### config.mk
export PLATFORM = sky130hd
export DESIGN_NAME = pipelined_rca
export DESIGN_NICKNAME = d
export VERILOG_FILES = /design/src/rtl/pipelined_rca_pkg.sv /design/src/rtl/pipelined_rca_segment.sv /design/src/rtl/pipelined_rca.sv
export SDC_FILE = /design/constraint.sdc
export NUM_CORES = 1
export LEC_CHECK = 0
export ABC_AREA = 1
export BUFFER_PORTS_ARGS = -buffer_cell sky130_fd_sc_hd__clkbuf_2
export CAP_MARGIN = 30
export CORE_AREA = 8 8 154 156
export CTS_BUF_LIST = sky130_fd_sc_hd__clkbuf_8
export DETAILED_ROUTE_END_ITERATION = 7
export DIE_AREA = 0 0 162 164
export GPL_TIMING_DRIVEN = 1
export PLACE_DENSITY_LB_ADDON = 0.3
export SLEW_MARGIN = 10
export SYNTH_ARGS = -nofsm -noshare
export SYNTH_HDL_FRONTEND = slang
export SYNTH_SLANG_ARGS = --single-unit
export TNS_END_PERCENT = 100
### constraint.sdc
create_clock -name clk -period 5.2 [get_ports clk]
set_input_delay 0.52 -clock clk [delete_from_list [all_inputs] [get_ports clk]]
set_output_delay 0.52 -clock clk [all_outputs]
set_load 0.02 [all_outputs]
### src/rtl/pipelined_rca_pkg.sv
// Shared definitions for the pipelined ripple-carry add/sub unit.
package pipelined_rca_pkg;

    // Opcode encoding on in_sub
    localparam logic ADD = 1'b0;
    localparam logic SUB = 1'b1;

    // Number of pipeline stages: one stage per SEG_W-bit segment
    function automatic int calc_nseg(input int width, input int seg_w);
        return width / seg_w;
    endfunction

endpackage

### src/rtl/pipelined_rca_segment.sv
// Combinational SEG_W-bit ripple-carry adder slice used once per pipeline stage.
module rca_segment
    import pipelined_rca_pkg::*;
#(
    parameter int SEG_W = 8
) (
    input  logic [SEG_W-1:0] a,
    input  logic [SEG_W-1:0] b,
    input  logic             cin,
    output logic [SEG_W-1:0] sum,
    output logic             cout,
    output logic             cmsb
);

    logic [SEG_W:0] c;

    // Bit-serial carry chain through the slice
    always_comb begin
        sum  = '0;
        c    = '0;
        c[0] = cin;
        for (int i = 0; i < SEG_W; i++) begin
            sum[i]   = a[i] ^ b[i] ^ c[i];
            c[i + 1] = (a[i] & b[i]) | (c[i] & (a[i] ^ b[i]));
        end
    end

    assign cout = c[SEG_W];
    // Carry into the slice MSB; only meaningful for overflow in the top slice
    assign cmsb = c[SEG_W-1];

endmodule

### src/rtl/pipelined_rca.sv
// Segmented, pipelined ripple-carry adder/subtractor with valid/ready flow control.
// Each stage resolves one SEG_W-bit segment and passes the carry, the partial
// sum and the full operands to the next stage; the last stage drives the outputs.
module pipelined_rca
    import pipelined_rca_pkg::*;
#(
    parameter int WIDTH = 32,
    parameter int SEG_W = 8
) (
    input  logic             clk,
    input  logic             rst_n,
    input  logic             in_valid,
    output logic             in_ready,
    input  logic [WIDTH-1:0] in_a,
    input  logic [WIDTH-1:0] in_b,
    input  logic             in_cin,
    input  logic             in_sub,
    output logic             out_valid,
    input  logic             out_ready,
    output logic [WIDTH-1:0] out_sum,
    output logic             out_cout,
    output logic             out_ovf
);

    localparam int NSEG = calc_nseg(WIDTH, SEG_W);

    if ((SEG_W < 1) || (WIDTH % SEG_W != 0)) begin : g_bad_params
        $error("pipelined_rca: WIDTH must be a positive multiple of SEG_W");
    end

    // Per-stage state gathered into packed arrays so neighbours can read it
    logic [NSEG-1:0]            vld_pipe;
    logic [NSEG-1:0]            cry_pipe;
    logic [NSEG-1:0]            ovf_pipe;
    logic [NSEG-1:0][WIDTH-1:0] a_pipe;
    logic [NSEG-1:0][WIDTH-1:0] b_pipe;
    logic [NSEG-1:0][WIDTH-1:0] s_pipe;
    logic [NSEG:0]              rdy;

    // Subtract is A + ~B + ~borrow
    logic [WIDTH-1:0] b_eff;
    logic             c_eff;
    assign b_eff = (in_sub == SUB) ? ~in_b : in_b;
    assign c_eff = (in_sub == SUB) ? ~in_cin : in_cin;

    // Backpressure: a stage accepts if empty or if its successor accepts
    always_comb begin
        rdy       = '0;
        rdy[NSEG] = out_ready;
        for (int k = NSEG - 1; k >= 0; k--) begin
            rdy[k] = ~vld_pipe[k] | rdy[k + 1];
        end
    end

    for (genvar k = 0; k < NSEG; k++) begin : g_stage
        logic [WIDTH-1:0] src_a, src_b, src_s, s_nxt;
        logic             src_v, src_c;
        logic [SEG_W-1:0] seg_s;
        logic             seg_co, seg_cm;
        logic             v_r, c_r, o_r;
        logic [WIDTH-1:0] a_r, b_r, s_r;

        if (k == 0) begin : g_first
            assign src_v = in_valid;
            assign src_a = in_a;
            assign src_b = b_eff;
            assign src_s = '0;
            assign src_c = c_eff;
        end else begin : g_next
            assign src_v = vld_pipe[k-1];
            assign src_a = a_pipe[k-1];
            assign src_b = b_pipe[k-1];
            assign src_s = s_pipe[k-1];
            assign src_c = cry_pipe[k-1];
        end

        rca_segment #(.SEG_W(SEG_W)) u_seg (
            .a    (src_a[k*SEG_W +: SEG_W]),
            .b    (src_b[k*SEG_W +: SEG_W]),
            .cin  (src_c),
            .sum  (seg_s),
            .cout (seg_co),
            .cmsb (seg_cm)
        );

        // Merge this segment into the partial sum carried down the pipe
        always_comb begin
            s_nxt                      = src_s;
            s_nxt[k*SEG_W +: SEG_W]    = seg_s;
        end

        // Stage register: advances when this stage can accept
        always_ff @(posedge clk or negedge rst_n) begin
            if (!rst_n) begin
                v_r <= 1'b0;
                c_r <= 1'b0;
                o_r <= 1'b0;
                a_r <= '0;
                b_r <= '0;
                s_r <= '0;
            end else if (rdy[k]) begin
                v_r <= src_v;
                if (src_v) begin
                    c_r <= seg_co;
                    o_r <= seg_cm ^ seg_co;
                    a_r <= src_a;
                    b_r <= src_b;
                    s_r <= s_nxt;
                end
            end
        end

        assign vld_pipe[k] = v_r;
        assign cry_pipe[k] = c_r;
        assign ovf_pipe[k] = o_r;
        assign a_pipe[k]   = a_r;
        assign b_pipe[k]   = b_r;
        assign s_pipe[k]   = s_r;
    end

    // Operand copies in the last stage and overflow of inner stages are never read
    logic unused_bits;
    assign unused_bits = ^{a_pipe, b_pipe, ovf_pipe};

    assign in_ready  = rst_n & rdy[0];
    assign out_valid = vld_pipe[NSEG-1];
    assign out_sum   = s_pipe[NSEG-1];
    assign out_cout  = cry_pipe[NSEG-1];
    assign out_ovf   = ovf_pipe[NSEG-1];

endmodule
==> flow_summary.ini <==
[setup_path]
r2r_end = g_stage[1].s_r[15]$_DFFE_PN0P_
end_kind = register
slowest_stage = fa_1
worstPathCellList = clkbuf_2 -> buf_4 -> xor2_1 -> fa_1 -> inv_1 -> fa_1 -> fa_1 -> fa_1 -> fa_1 -> fa_1 -> inv_1 -> fa_1 -> nand3_1 -> nand2_1
worstSetupStartpointType = primary input
cp_max_fo = 20
crit_top_cell = fa_1
r2r-start = g_stage[0].c_r$_DFFE_PN0P_
r2r_cells = 12
reg2reg_slack_ns = 1.39
arrival_ns = 4.36
timing.critical_path.from = in_sub
cp-endpoint = g_stage[0].s_r[7]$_DFFE_PN0P_
max_stage_delay_ns = 0.43
worstPathRequired_ns = 5.56
path_class = in2reg

[drt]
remaining_drc_errors = 0
drt-vias-per-instance = 4.65
dr.pass1.iters = 4
drt_iter0_markers = 379
vias = 5857
avgRoutedWirePerCell_um = 13.8
drt_wl_total_um = 17400
postRouteAntennaNets = 0

[sta]
fin_crit_sh = 0.768
maxSlewViolCount = 0
setup_tns_ns = 0
max_freq_ghz = 0.250
worst_pin_slew_ns = 0.836
finClkSkew_ns = 0.0114
min_period_ns = 4.00
slew_headroom = 0.441
hold_viol = 0
rsz0062_at_grt = no
setup_viol = 0
hold_ws_ns = 0.281

[synth]
synth_top_area_share = 0.557
synth_nets = 993
synth.area.top_cells = dfrtp_1 56%, nand2_1 16%, nand3_1 10%
synth.avg_cell_area_um2 = 9.33
synthesis.area_um2 = 8320
synth_seq_cells = 185
synth_cell_types = 20
yosysWarnings = 0
synth-seq-area-share = 0.557
syn_inst = 891
yosysTopAreaCell = dfrtp_1

[final_layout]
layout_common_cells = 349 x nand2_1, 185 x dfrtp_1, 168 x nand3_1, 104 x clkbuf_2, 40 x inv_1
fin_nets = 1071
multi_input_area_um2 = 3240
seqCellArea_um2 = 4630
antenna_cells = 0
instances_no_fill = 1260
area_growth_pct = 13.7
final_common_cell = nand2_1
n_fill_cell = 2167
drive_gt1_frac = 0.155

[placed_design]
placed_cells = 1227
gp_routability_congestion = 0.757
io_buffers = 105
hpwl_um = 12300

[die]
core-area_um2 = 21400
die_x_um = 162
fp.dieH_um = 164
io_pins = 106
row_count = 54
start_util = 0.390
die-area_um2 = 26600

[clock_tree]
cts_setup_buffers = 0
h-tree-depth = 4
cts_root_buffer = clkbuf_8
cts_tree = done
numCtsBuffers = 17
cts_num_sinks = 185
clkSlewWorstSetupHoldPaths_ns = 0.09
clock_latency_ns = 0.46
clk_path_buf_depth = 2

[pwr]
clockPowerShare = 0.202
switching_share = 0.373
internal_power_w = 0.00302
p_leak_nw = 5.11
power.switching_w = 0.00179
power_density_nw_per_um2 = 509
vdd_ir_drop_max_v = 0.000196
seq_power_share = 0.464
p_comb_frac = 0.335

[grt]
grt_pass1_wl_um = 30100
grt_pass1_vias = 5958
grt_antenna_before_repair = 0
track_usage = 0.139
grt_overflow = 0
grt_max_degree = 73

[status]
status = finished, final reports clean

[worst_hold_path]
hold_path.class = in2reg

[run]
drv_cap = 0
-- synthesized netlist by cell type, drive strengths merged --
library cell	count
nor2	5
o21ai	10
buf	46
and2	1
nand2	353
xnor2	7
nand3	168
clkbuf	14
xor2	27
dfrtp	185
a21oi	4
nand4	1
fa	32
inv	38
-- through the flow --
stage	power, W	utilization	worst slack [ns]	instance area (um2)
after CTS	0.00488	0.441	1.21	9410
final	0.00481	0.443	1.20	9460
after global routing	0.00523	0.443	1.04	9460
after floorplan	0.00338	-	0.905	8320
after global placement	0.00382	0.420	0.805	8960
after detailed placement	0.00391	0.422	0.684	9010
-- cells by family (layout without fill, tap and decap cells) --
| logic type | count (synthesis) | in the layout | synth area share |
|---|---|---|---|
| and+or+nand+nor | 528 | 528 | 0.268 |
| buffers and inverters | 98 | 187 | 0.0540 |
| adders and majority gates | 32 | 32 | 0.0770 |
| DFF | 185 | 185 | 0.557 |
| xor gates and xnor gates | 34 | 34 | 0.0358 |
| AOI/OAI and AO/OA | 14 | 14 | 0.00843 |
-- timing repair --
action,4_1_cts,5_1_grt
hold endpoints to repair,2,0
resized for setup,0,0
hold buffers,1,0
-- worst min path at each step --
stage | start | endpoint | slack [ns] | depth (start not counted)
floorplan | rst_n | g_stage[0].a_r[10]$_DFFE_PN0P_ | 0.22 | 0
global placement | out_sum[30]$_DFFE_PN0P_ | out_sum[30]$_DFFE_PN0P_ | 0.45 | 2
detailed placement | out_sum[15]$_DFFE_PN0P_ | out_sum[15]$_DFFE_PN0P_ | 0.46 | 2
CTS | in_a[12] | g_stage[0].a_r[12]$_DFFE_PN0P_ | 0.25 | 3
global route | in_a[12] | g_stage[0].a_r[12]$_DFFE_PN0P_ | 0.27 | 3
finish | in_a[11] | g_stage[0].a_r[11]$_DFFE_PN0P_ | 0.28 | 3
-- per-layer routing --
layer / vias to the layer above / GRT usage / wire length (um)
met2: 118 / 0.196 / 7150
met3: 19 / 0.0278 / 573
met4: 0 / 0.0530 / 261
met5: - / 0 / 0
met1: 2747 / 0.207 / 9390
li1: 2973 / - / -
-- layout make-up --
cell class / instances / area share
clock buffers: 19 / 0.0276
flip-flops and latches: 185 / 0.489
inverters: 38 / 0.0151
well taps: 280 / 0.0370
clock inverters: 11 / 0.0140
repair buffers: 119 / 0.0745
multi-input cells: 608 / 0.342
-- critical path, delay by kind of cell --
family	cells	cell delay, ns
buffers and inverters	4	0.84
adders and majority gates	7	2.62
xor gates and xnor gates	1	0.22
and+or+nand+nor	2	0.15
-- sequential cells by signal, summed over array words and instances (netlist names) --
signal / count
out_valid: 1
out_sum: 32
out_cout: 1
g_stage.b_r: 48
g_stage.a_r: 48
g_stage.v_r: 3
g_stage.c_r: 3
g_stage.s_r: 48
out_ovf: 1
-- power groups by stage --
| stage | clock (W) | combinational, W | sequential (W) |
|---|---|---|---|
| finish | 0.000970 | 0.00161 | 0.00223 |
| global route | 0.00105 | 0.00188 | 0.00230 |
| global placement | 0 | 0.00157 | 0.00225 |
| detailed placement | 0 | 0.00164 | 0.00226 |
| CTS | 0.00100 | 0.00165 | 0.00224 |
| floorplan | 0 | 0.00105 | 0.00233 |
No activity file was read; power rests on OpenSTA's default activity.
